`src/rtl/fetch_unit.sv`:
```
// fetch_unit: instruction fetch stage.
// Owns the PC, reads the word-addressed instruction ROM, and queues each
// returned word together with its PC in a small in-order buffer that decode
// drains over a valid/ready handshake. A redirect flushes the buffer and
// reloads the PC. A misaligned target produces a single fault-marker entry,
// after which fetch halts until the next redirect.
module fetch_unit #(
    parameter logic [31:0] RESET_VECTOR = 32'h0000_0000,
    parameter int          DEPTH        = 2
) (
    input  logic        clk,
    input  logic        rst,
    output logic        imem_re,
    output logic [29:0] imem_addr,
    input  logic [31:0] imem_rd,
    input  logic        redirect_valid,
    input  logic [31:0] redirect_pc,
    output logic        out_valid,
    input  logic        out_ready,
    output logic [31:0] out_instr,
    output logic [31:0] out_pc,
    output logic        out_misaligned
);

    // Pointer width; DEPTH is a power of two, so pointers wrap naturally.
    localparam int          PW  = (DEPTH > 1) ? $clog2(DEPTH) : 1;
    localparam logic [PW:0] CAP = (PW+1)'(DEPTH);

    // Canonical NOP (addi x0, x0, 0) carried by a fault marker.
    localparam logic [31:0] FAULT_INSTR = 32'h0000_0013;

    typedef enum logic [1:0] {
        RUN   = 2'd0,
        FAULT = 2'd1,
        HALT  = 2'd2
    } state_t;

    state_t      state;
    logic [31:0] pc;

    // Buffer storage: data only, never reset; occupancy lives in count.
    logic [31:0] fifo_pc    [DEPTH];
    logic [31:0] fifo_instr [DEPTH];
    logic        fifo_mis   [DEPTH];

    logic [PW-1:0] head;
    logic [PW-1:0] tail;
    logic [PW:0]   count;

    logic        deq;
    logic        space;
    logic        issue;
    logic        fault_enq;
    logic        enq;
    logic [31:0] enq_instr;
    logic        enq_mis;

    // Handshake, space and enqueue decisions for the current cycle.
    always_comb begin
        deq       = out_valid & out_ready;
        space     = (count < CAP) | deq;
        issue     = (state == RUN) & ~rst & ~redirect_valid & space;
        fault_enq = (state == FAULT) & ~rst & ~redirect_valid & space;
        enq       = issue | fault_enq;
        // ROM data is only looked at when it was actually requested.
        enq_instr = fault_enq ? FAULT_INSTR : imem_rd;
        enq_mis   = fault_enq;
    end

    assign imem_re   = issue;
    assign imem_addr = pc[31:2];

    // ---- stage boundary: ROM read data captured into the buffer ----

    // Write the enqueued entry at the tail slot.
    always_ff @(posedge clk) begin
        if (enq) begin
            fifo_pc[tail]    <= pc;
            fifo_instr[tail] <= enq_instr;
            fifo_mis[tail]   <= enq_mis;
        end
    end

    // PC, FSM and buffer occupancy; redirect wins over any enqueue.
    always_ff @(posedge clk) begin
        if (rst) begin
            pc    <= RESET_VECTOR;
            state <= RUN;
            head  <= '0;
            tail  <= '0;
            count <= '0;
        end else if (redirect_valid) begin
            // A same-cycle dequeue is consumed by decode; everything else
            // still in the buffer is stale and dropped.
            pc    <= redirect_pc;
            state <= (redirect_pc[1:0] == 2'b00) ? RUN : FAULT;
            head  <= '0;
            tail  <= '0;
            count <= '0;
        end else begin
            if (issue) begin
                pc <= pc + 32'd4;
            end
            if (fault_enq) begin
                state <= HALT;
            end
            if (enq) begin
                tail <= tail + PW'(1);
            end
            if (deq) begin
                head <= head + PW'(1);
            end
            case ({enq, deq})
                2'b10:   count <= count + (PW+1)'(1);
                2'b01:   count <= count - (PW+1)'(1);
                default: count <= count;
            endcase
        end
    end

    // ---- stage boundary: buffer head presented to decode ----

    // Head outputs, forced to zero when the buffer is empty.
    always_comb begin
        out_valid      = (count != '0);
        out_pc         = 32'h0;
        out_instr      = 32'h0;
        out_misaligned = 1'b0;
        if (out_valid) begin
            out_pc         = fifo_pc[head];
            out_instr      = fifo_instr[head];
            out_misaligned = fifo_mis[head];
        end
    end

endmodule

```
`config.mk`:
```
export PLATFORM = sky130hd
export DESIGN_NAME = fetch_unit
export DESIGN_NICKNAME = d
export VERILOG_FILES = /design/src/rtl/fetch_unit.sv
export SDC_FILE = /design/constraint.sdc
export NUM_CORES = 1
export LEC_CHECK = 0
export ABC_AREA = 1
export CAP_MARGIN = 20
export CORE_ASPECT_RATIO = 0.7
export CORE_UTILIZATION = 56
export CTS_CLUSTER_SIZE = 20
export DETAILED_ROUTE_END_ITERATION = 10
export GPL_TIMING_DRIVEN = 0
export PLACE_DENSITY_LB_ADDON = 0.2
export SYNTH_ARGS = -nofsm -noshare
export SYNTH_HDL_FRONTEND = slang
export SYNTH_SLANG_ARGS = --single-unit
```
`constraint.sdc`:
```
create_clock -name clk -period 8.3 [get_ports clk]
set_input_delay 1.66 -clock clk [delete_from_list [all_inputs] [get_ports clk]]
set_output_delay 1.66 -clock clk [all_outputs]
set_load 0.03 [all_outputs]
```
-- After elaboration in Yosys (flattened, before gate mapping)
Memory sizes are Yosys's and may differ from the RTL's. A register that Yosys moved wholly into a read port is not among the register bits.
Cells that the tools add are included.
- register bits: 38
- RAM bits: 130
- input bits: 68
- output and inout bits: 97
- logic and storage cells: 53
- memories kept: 3
- memories (memory ; depth ; bits a word ; read ports ; clocked after memory_dff ; wr ports ; RTL line ; source):
    fifo_instr ; 2 ; 32 ; 1 ; 1 ; 1 ; 43 ; logic [31:0] fifo_instr [DEPTH];
    fifo_pc ; 2 ; 32 ; 1 ; 1 ; 1 ; 42 ; logic [31:0] fifo_pc [DEPTH];
    fifo_mis ; 2 ; 1 ; 1 ; 1 ; 1 ; 44 ; logic fifo_mis [DEPTH];
- add/subtract/negate cells: 5
- magnitude comparators: 1
- equality and inequality tests: 3
- multiplexer cells: 18
- bitwise logic cells: 11
- reductions and logical operators: 7
- operators with widths (cell ; number):
    $mux W32 ; 5
    $add A32 B3 Y32 const B ; 1
    $mux W1 ; 10
    $reduce_bool A2 Y1 ; 4
    $and A1 B1 Y1 ; 7
    $eq A2 B1 Y1 const B ; 2
    $logic_not A2 Y1 ; 2
    $mux W2 ; 2
    $pmux W2 S2 ; 1
    $add A1 B1 Y1 const B ; 2
    $add A2 B1 Y2 const B ; 1
    $eq A2 B2 Y1 const B ; 1
    $lt A2 B2 Y1 const B ; 1
    $not A1 Y1 ; 2
    $or A1 B1 Y1 ; 2
    $reduce_or A2 Y1 ; 1
    $sub A2 B1 Y2 const B ; 1

-- Logic depth before layout (Yosys ltp)
Gate-level depths: netlist of the first run.
- depth after elaboration: 7
- mapped depth: 12
- gate-level depth less buffers: 12

-- Worst setup path before layout of the first run
No wires, ideal clock.
- kind: input -> register
- start point: in redirect_valid
- end point: mem fifo_instr[1][0], enable pin
- library setup time: 0.490 ns
- data arrival time: 5.070 ns
- data required time: 7.810 ns
- setup slack: 2.740 ns
- stages on the path: 8
- path buffers: 1
- cells stage by stage: buf_6 -> inv_2 -> nand2_1 -> nor3_1 -> nand2_1 -> inv_2 -> nor2_2 -> nor2_1
- cells in the longest elaborated chain, start to end: 6
- elaborated cells between the ends (all ways): 8
- those cells by class: mux (2); bitwise (6)
- ends and longest elaborated chain (what ; RTL line ; source):
    start, declared ; 16 ; input logic redirect_valid,
    $not A1 Y1 (*) ; 62, 63 ;
    $and A1 B1 Y1 (on tied branches) (2 in a row) ; 62, 63 ;
    $or A1 B1 Y1 (*) ; 64 ; enq = issue | fault_enq;
    $mux W1 (*) ; 77 ; if (enq) begin
    $mux W1 (not written as such) (*) ; 79 ; fifo_instr[tail] <= enq_instr;
    end, declared ; 43 ;
Every way passes the cells marked *; elsewhere a longest branch is shown, timed or not.

-- Final worst setup path of the first run
- start point: in rst
- end point: out imem_re
- cells in the longest elaborated chain, start to end: 4
- ends and longest elaborated chain (what ; RTL line ; source):
    start, declared ; 12 ; input logic rst,
    $not A1 Y1 ; 62 ; issue = (state == RUN) & ~rst & ~redirect_valid & space;
    $and A1 B1 Y1 (3 in a row) ; 62 ;
    end, declared ; 13 ; output logic imem_re,
No other way between the ends.

==> results of run 1 <==
[state kept, by name, indices dropped and copies added (netlist names), named ones only]
signal / cells
fifo_instr: 64
fifo_pc: 64
pc: 32
count: 2
fifo_mis: 2
state: 2
head: 1
tail: 1
[final cells by class]
class,count,area share (%)
Timing Repair Buffer,167,16.4
Clock inverter,15,1.66
Inverter,86,3.06
Tap cell,190,2.25
Buffer,68,3.95
Multi-Input combinational cell,555,24.2
Clock buffer,17,4.03
Sequential cell,169,44.4
[worst max-delay path: stages]
cell and delay (ns):
clkdlybuf4s50_1 0.50, nor2_4 0.17, nand3_2 0.11, a21oi_4 0.16, buf_6 0.18, buf_12 0.15
clkdlybuf4s50_1 0.68
[power by group]
group          leakage, nW  internal [mW]  switching, mW
registers             1.53          0.953         0.0278
clock network        0.297          0.433          0.366
logic                 2.21          0.116          0.149
total                 4.04           1.50          0.543
[cell families (layout without fill, tap and decap cells)]
group | count (synthesis) | after routing
buffers and inverters | 154 | 353
adder cells (fa/ha/maj) | 2 | 2
XOR/XNOR | 6 | 6
flip-flops | 169 | 169
AO/OA/AOI/OAI | 114 | 114
AND/OR/NAND/NOR | 432 | 432
multiplexers | 1 | 1
[metal layers]
metal	up-vias	global-route usage (%)	part of all wire [%]
li1	3209	-	-
met1	3045	35.1	42
met2	289	43.9	46
met3	35	7.57	10
met4	0	11.0	2.0
met5	-	0	0
[cell usage in the layout, fill, tap and decap left out, types with 2 or more instances in the layout]
cell / count
nand3_1: 46
buf_4: 31
clkinv_4: 3
a21oi_1: 85
o21ai_0: 9
nand2_2: 5
clkdlybuf4s50_1: 163
clkbuf_1: 22
inv_8: 8
buf_1: 6
buf_16: 3
a31oi_1: 4
nor2_2: 5
and2_1: 2
inv_2: 5
xor2_1: 3
nor2_1: 70
buf_12: 2
nor3_1: 4
buf_2: 5
inv_1: 81
nand3_2: 10
ha_1: 2
o21bai_1: 4
or2_2: 4
edfxtp_1: 130
nand2_1: 280
xnor2_1: 3
dfxtp_1: 39
nor2_4: 5
buf_6: 3
clkbuf_16: 17
a21oi_2: 9
[per-stage QoR]
step / std cells / setup WS, ns / hold WS [ns] / instance area, um^2
6_report: 1267 / 3.00 / 0.469 / 10500
5_1_grt: 1267 / 2.91 / 0.476 / 10500
4_1_cts: 1267 / 3.01 / 0.460 / 10500
3_5_place_dp: 1235 / 3.02 / 0.446 / 9940
3_3_place_gp: 1231 / 0.739 / 0.437 / 9830
2_1_floorplan: 878 / 2.74 / 0.425 / 7960
[worst paths after layout]
path	cells past startpoint	to	start	slack (ns)
max	7	imem_re	rst	3.00
min	1	register	head	0.47
max reg2reg	9	fifo_instr[1][19]	count[1]	5.93
min reg2reg	1	register	head	0.47
==> metrics.csv, run 1 <==
metric,value,unit
tritoncts,built,
hold_buffers,0,
finalHoldViolCount,0,
synthAdderAreaFrac,0.315,%
ys_seq_area_share,58.9,%
drive_gt1_share,11.0,%
endpoint_kind,output pin,
min_period,5.30,ns
finalSetupViolations,0,
netlist_area,7960,um^2
ioPinCount,165,
grt_use_total,27.3,%
syn-num-nets,948,
antenna_found_initial,0,
grt_pass1_wl,30000,um
synth_most_common_cell,nand2_1,
synth_xor_area_share,0.660,%
wl,19100,um
routabilityCongestion,0.907,
post_cts_buffers,0,
nets,1134,
ys_top_cells_by_count,"nand2_1 (280), edfxtp_1 (130), a21oi_1 (85), inv_1 (81), nor2_1 (72)",
clk_pin_slew,0.07,ns
start_util,57.4,%
hpwl,13700,um
yosysWarnings,0,
area_growth,32.5,%
multi_input_area,2550,um^2
ys_ff_latch,169,
ctsResizeCount,0,
p_total,2.04,mW
vias,6578,
setup_tns,0,ns
ys_types,33,
synth_top_cell_by_area,edfxtp_1,
synth_compound_area_share,7.96,%
rsz0062_at_grt,no,
p_leak,4.04,nW
drtIter0Drc,393,
synth_edf_count,130,
clock.fmax,189,MHz
cts-root-buf,clkbuf_16,
grt_max_degree,26,
ant_nets,0,
clk_path_buf_depth,2,
synthTopCellsByArea,"edfxtp_1 (49%), nand2_1 (13%), dfxtp_1 (9.8%)",
port_buffers,163,
critPathArrivalTime,3.64,ns
critical_path_class,in2out,
fp.dieW,144,um
status,"complete, no violations",
syn_area_per_cell,9.06,um^2
netlist_instances,878,
synthArstFlopShare,0,%
slew_headroom,48.3,%
wl_per_cell,15.1,um
required,6.64,ns
die_area,14700,um^2
worst_slew_pin_slew,0.775,ns
max-cap-violations,0,
utilization,76.0,%
synth_flop_cell,edfxtp_1,
fin_crit_sh,63.8,%
cts_max_level,4,
finalMaxSlewViolations,0,
synth_top_family_by_area,simple AND/OR/NAND/NOR gates,
irDropWorstVdd,0.000164,V
dr.pass1.iters,6,
synthMuxAreaShare,0.126,%
path_max_fanout,10,
cts_sinks,169,
finalClockSkew,0.00766,ns
p_per_area,194,nW/um^2
insertion_delay,0.43,ns
core_area,13900,um^2
fillers,975,
gr-total-overflow,0,
vias_per_cell,5.19,
critPathLaunchType,input pin,
yosysTopAreaCellShare,49.1,%
grt_pass1_vias,6198,
regArea,4680,um^2
hp-class,reg2reg,
fp-row-count,36,
die_y,102,um
diodes,0,
cts_made_buffers,17,
drc,0,
synthSimpleGateAreaFrac,22.8,%
Note: power is estimated with default switching activity, not from simulation.
==> inputs of run 2 (changes only) <==
CORE_UTILIZATION = 47   (was 56)
clock period = 4.3 ns   (was 8.3 ns; I/O delays follow)
==> run 2 against run 1 <==
Net effect: sequential share of layout area increased by 0.085 points; count of clock-buffer cells in the layout unchanged; worst hold slack got worse by 0.0095 ns; cell count increased by 2.8%; die area increased by 19%; sequential cell count unchanged; routed wire length decreased by 0.69%; register-to-register slack got worse by 4.1 ns; critical path depth unchanged; utilization decreased by 12 points; critical endpoint unchanged; largest power group unchanged.
==> metrics.csv, run 2 (same netlist as run 1, synthesis figures left out) <==
metric,value,unit,change
nets,1134,,unchanged
rsz0062_at_grt,no,,
power_switching,0.979,mW,+80%
drc,0,,unchanged
dp_slack,0.648,ns,-2.37 ns
p_leak,4.00,nW,-1.0%
diodes,0,,unchanged
placed_cells_incl_taps,1270,,+2.8%
p_clk_share,37.4,%,-1.7 points
endpoint_kind,output pin,,
vias,6324,,-3.9%
max-cap-violations,0,,unchanged
fp.dieW,158,um,+9.0%
hp-class,reg2reg,,
drive_gt1_share,10.9,%,-0.19 points
clk_pin_slew,0.06,ns,about the same
max_stage_delay,0.68,ns,about the same
finalMaxSlewViolations,0,,unchanged
cts-root-buf,clkbuf_16,,
dr.pass1.iters,4,,-2
worstHoldStart,head,,
insertion_delay,0.43,ns,about the same
critPathLaunchType,input pin,,
ctsResizeCount,0,,unchanged
layout_common_cells,"nand2_1 (280), clkdlybuf4s50_1 (163), edfxtp_1 (130), a21oi_1 (85), inv_1 (81)",,
pwr-share-seq,49.4,%,+1.4 points
finalHoldViolCount,0,,unchanged
p_total,3.84,mW,+88%
grt_pass1_vias,5751,,-7.2%
routabilityCongestion,0.885,,-2.5%
reg_top3,"fifo_instr x64, fifo_pc x64, pc x32",,
worst-path-buf-inv,4,,unchanged
hold_path_depth,1,,unchanged
required,3.44,ns,-3.20 ns
final_cells,1302,,+2.8%
tritoncts,built,,
slew_headroom,49.7,%,+1.4 points
drtIter0Drc,376,,-4.3%
die_y,111,um,+9.0%
multi_input_area,2550,um^2,unchanged
finalInstanceArea,10500,um^2,-0.19%
combPwrFrac,13.2,%,+0.3 points
core_area,16400,um^2,+19%
cts_sinks,169,,unchanged
post_dp_cell_area,9970,um^2,+0.29%
status,"complete, no violations",,
antenna_found_initial,0,,unchanged
ioPinCount,165,,unchanged
gr-total-overflow,0,,unchanged
irDropWorstVdd,0.000252,V,+53%
grt_pass1_wl,29800,um,-0.92%
switching_share,25.5,%,-1.0 points
regToRegSetupSlack,1.86,ns,-4.07 ns
ant_nets,0,,unchanged
hpwl,13400,um,-1.9%
hold_buffers,0,,unchanged
finalClockSkew,0.00841,ns,+0.000753 ns
setup_slack,0.625,ns,-2.38 ns
crit_family,buffers and inverters,,
grt_use_total,22.6,%,-4.6 points
grt_max_degree,32,,+23%
vias_per_cell,4.86,,-6.4%
critical_path_class,in2out,,
wl,18900,um,-0.69%
clk_path_buf_depth,2,,unchanged
p_int,2.86,mW,+90%
fp-row-count,39,,+8.3%
cts_max_level,4,,unchanged
holdWs,0.459,ns,-0.00954 ns
final_common_cell,nand2_1,,
fin_crit_sh,85.5,%,
cts_made_buffers,17,,unchanged
start_util,48.4,%,-9.0 points
slowest_stage,clkdlybuf4s50_1,,
p_per_area,365,nW/um^2,+88%
fillers,1358,,+39%
wl_per_cell,14.5,um,-3.4%
regArea,4680,um^2,unchanged
min_period,3.67,ns,
die_area,17500,um^2,+19%
port_buffers,163,,unchanged
critPathArrivalTime,2.81,ns,-0.83 ns
crit_path_cell_trace,"clkdlybuf4s50_1, nor2_4, nand3_2, a21oi_4, buf_6, buf_12, clkdlybuf4s50_1",,
path_max_fanout,10,,unchanged
area_growth,32.3,%,
finalSetupViolations,0,,unchanged
crit_top_cell,clkdlybuf4s50_1,,
worst_slew_pin_slew,0.755,ns,-0.0205 ns
reg2reg_from,count[1],,
r2r_end,fifo_pc[1][19],,
reg2regPathDepth,10,,+1
clock.fmax,272,MHz,
post_cts_buffers,0,,unchanged
## run 2: cell types whose count changed in the layout (fill, tap and decap cells not counted), moves of 2 or more
cell | previous run | this run
buf_16 | 3 | 1
inv_6 | 1 | 4
clkinv_2 | 0 | 2
buf_12 | 2 | 4
clkinv_1 | 1 | 3
clkinvlp_4 | 0 | 3
inv_8 | 8 | 0
## run 2: layout make-up
type,instances,share of cell area [%]
plain buffers,68,3.96
repair buffers,167,16.3
clock inverters,15,1.20
flip-flops and latches,169,44.5
clock buffers,17,4.04
multi-input cells,555,24.2
well taps,225,2.68
inverters,86,3.07
## run 2: metal layers
metal | up-vias | track usage (%) | share of wire [%]
li1 | 3211 | - | -
met1 | 2882 | 33.5 | 48
met2 | 209 | 33.8 | 44
met3 | 22 | 3.79 | 6.6
met4 | 0 | 7.06 | 1.2
met5 | - | 0 | 0
## run 2: power by group through the flow
stage	Combinational, mW	Sequential (mW)	Clock, mW
global placement	0.489	1.93	0
CTS	0.510	1.89	1.45
finish	0.506	1.89	1.44
floorplan	0.295	1.91	0
global route	0.548	1.90	1.51
detailed placement	0.506	1.93	0
## run 2: worst max path at each step
stage | from | to | slack [ns] | depth (start not counted)
floorplan | redirect_valid | fifo_instr[1][0] | 0.65 | 8
global placement | rst | fifo_instr[1][8] | -0.91 | 8
detailed placement | rst | imem_re | 0.65 | 7
CTS | rst | imem_re | 0.62 | 7
global route | rst | imem_re | 0.54 | 7
finish | rst | imem_re | 0.63 | 7
## run 2: metrics by stage
stage          utilization, %  setup TNS [ns]
2_1_floorplan               -               0
3_3_place_gp             60.0         -116.00
3_5_place_dp             60.6               0
4_1_cts                  64.0               0
5_1_grt                  64.0               0
6_report                 64.0               0
==> inputs of run 3 (changes only) <==
CTS_CLUSTER_SIZE = 25   (was 20)
SLEW_MARGIN = 20   (was default)
==> run 3 against run 2 <==
Net effect: setup slack worse by 0.018 ns; die area unchanged; register-to-register slack worse by 0.14 ns; non-clock buffer count up 2; critical path depth unchanged; utilization up 0.43 points; count of clock-buffer cells in the layout unchanged; via count about the same; worst hold slack better by 0.0047 ns; design area up 0.68%; global-route usage up 0.057 points; sequential share of layout area down 0.30 points; critical path type unchanged; largest power group unchanged.
==> metrics.csv, run 3 (same netlist as run 1, synthesis figures left out) <==
metric,value,unit,change
status,"complete, no violations",,
min_to,head,,
min_period,3.69,ns,+0.0183 ns
port_buffers,163,,unchanged
topRoutingLayerUsed,met4,,
grt_use_total,22.7,%,+0.057 points
p_per_area,366,nW/um^2,+0.50%
die_y,111,um,unchanged
fp.dieW,158,um,unchanged
clock.fmax,271,MHz,-0.49%
start_util,48.4,%,unchanged
finalMaxSlewViolations,0,,unchanged
cts_sinks,169,,unchanged
ioPinCount,165,,unchanged
critPathArrivalTime,2.83,ns,+0.02 ns
cts_made_buffers,17,,unchanged
required,3.44,ns,about the same
post_cts_buffers,0,,unchanged
power_switching,1.01,mW,+2.9%
p_clk_share,38.0,%,+0.6 points
insertion_delay,0.42,ns,about the same
nets,1136,,+0.18%
diodes,0,,unchanged
utilization,64.4,%,+0.43 points
wl_met1,9330,um,+3.1%
fillers,1339,,-1.4%
regToRegSetupSlack,1.72,ns,-0.14 ns
hold_path_depth,1,,unchanged
clk_path_buf_depth,2,,unchanged
reg_top3,"fifo_instr x64, fifo_pc x64, pc x32",,
irDropWorstVdd,0.000251,V,-0.15%
dr_wl_met3,1220,um,-2.5%
worstHoldStart,head,,
vias_per_cell,4.85,,-0.12%
grt_pass1_wl,29900,um,+0.51%
slew_headroom,45.5,%,-4.2 points
dr.pass1.iters,5,,+1
final_common_cell,nand2_1,,
hold_buffers,0,,unchanged
p_leak,4.04,nW,+0.93%
rsz0062_at_grt,no,,
tritoncts,built,,
dr_wl_met2,8400,um,about the same
combPwrFrac,13.2,%,about the same
regArea,4680,um^2,unchanged
wl_per_cell,14.6,um,+0.71%
p_total,3.88,mW,+1.2%
drc,0,,unchanged
ctsResizeCount,0,,unchanged
placed_cells_incl_taps,1272,,+0.16%
path_max_fanout,10,,unchanged
ant_nets,0,,unchanged
critical_path_class,in2out,,
drtIter0Drc,413,,+9.8%
layout_common_cells,"nand2_1 (280), clkdlybuf4s50_1 (163), edfxtp_1 (130), a21oi_1 (85), inv_1 (81)",,
worst_slew_pin_slew,0.817,ns,+0.0625 ns
hpwl,13600,um,+1.4%
core_area,16400,um^2,unchanged
hp-class,reg2reg,,
fp-row-count,39,,unchanged
gr-total-overflow,0,,unchanged
critPathLaunchType,input pin,,
finalSetupViolations,0,,unchanged
final_cells,1304,,+0.15%
multi_input_area,2550,um^2,unchanged
finalClockSkew,0.00920,ns,+0.000792 ns
cts-root-buf,clkbuf_16,,
grt_pass1_vias,5714,,-0.64%
drive_gt1_share,11.2,%,+0.35 points
p_int,2.88,mW,+0.59%
finalHoldViolCount,0,,unchanged
max-cap-violations,0,,unchanged
fin_crit_sh,85.9,%,+0.42 points
switching_share,25.9,%,+0.43 points
setup_tns,0,ns,unchanged
clk_pin_slew,0.06,ns,about the same
area_growth,33.2,%,
grt_max_degree,28,,-13%
reg2regPathDepth,11,,+1
wl,19100,um,+0.86%
die_area,17500,um^2,unchanged
antenna_found_initial,0,,unchanged
endpoint_kind,output pin,,
reg2reg_from,count[1],,
cts_max_level,4,,unchanged
routabilityCongestion,0.885,,unchanged
pwr-share-seq,48.8,%,-0.6 points
vias,6326,,+0.032%
r2r_end,fifo_instr[1][17],,
==> run 3: cell count changes in the layout (fill, tap and decap cells not counted) <==
cell and delta:
clkinv_1 -2, inv_6 +2, inv_8 +1, buf_16 +3, buf_8 +1, buf_12 -2
clkinvlp_4 -1
==> run 3: power groups by stage <==
stage | Sequential [mW] | Combinational, mW | Clock (mW)
after global placement | 1.93 | 0.489 | 0
after detailed placement | 1.93 | 0.512 | 0
after CTS | 1.89 | 0.515 | 1.49
final | 1.89 | 0.512 | 1.48
after global routing | 1.90 | 0.553 | 1.56
after floorplan | 1.91 | 0.295 | 0
==> run 3: area by class of cell <==
class	count	share of cell area, %
inverter	86	3.05
sequential	169	44.2
tap	225	2.66
buffer	68	3.93
multi-input combinational	555	24.0
clock inverter	15	1.32
timing repair buffer	169	16.8
clock buffer	17	4.02
==> run 3: worst max path at each step <==
stage	slack, ns	cells after the start	from	endpoint
2_1_floorplan	0.65	8	redirect_valid	fifo_instr[1][0]
3_3_place_gp	-0.91	8	rst	fifo_instr[1][8]
3_5_place_dp	0.65	7	rst	imem_re
4_1_cts	0.61	7	rst	imem_re
5_1_grt	0.51	7	rst	imem_re
6_report	0.61	7	rst	imem_re
==> run 3: critical path: stages <==
cell and delay, ns:
clkdlybuf4s50_1 0.50, nor2_4 0.17, nand3_2 0.12, a21oi_4 0.16
buf_6 0.18, buf_12 0.15, clkdlybuf4s50_1 0.68
==> run 3: stage by stage <==
stage | setup slack, ns | area [um^2] | hold WS [ns]
6_report | 0.607 | 10600 | 0.464
5_1_grt | 0.513 | 10600 | 0.475
4_1_cts | 0.613 | 10600 | 0.459
3_5_place_dp | 0.647 | 10000 | 0.441
3_3_place_gp | -0.915 | 9870 | 0.439
2_1_floorplan | 0.654 | 7960 | 0.425
==> run 3: metal layers <==
layer,vias up,GRT usage (%)
met5,-,0
met2,195,34.2
met1,2910,33.7
li1,3206,-
met4,0,5.44
met3,15,4.30
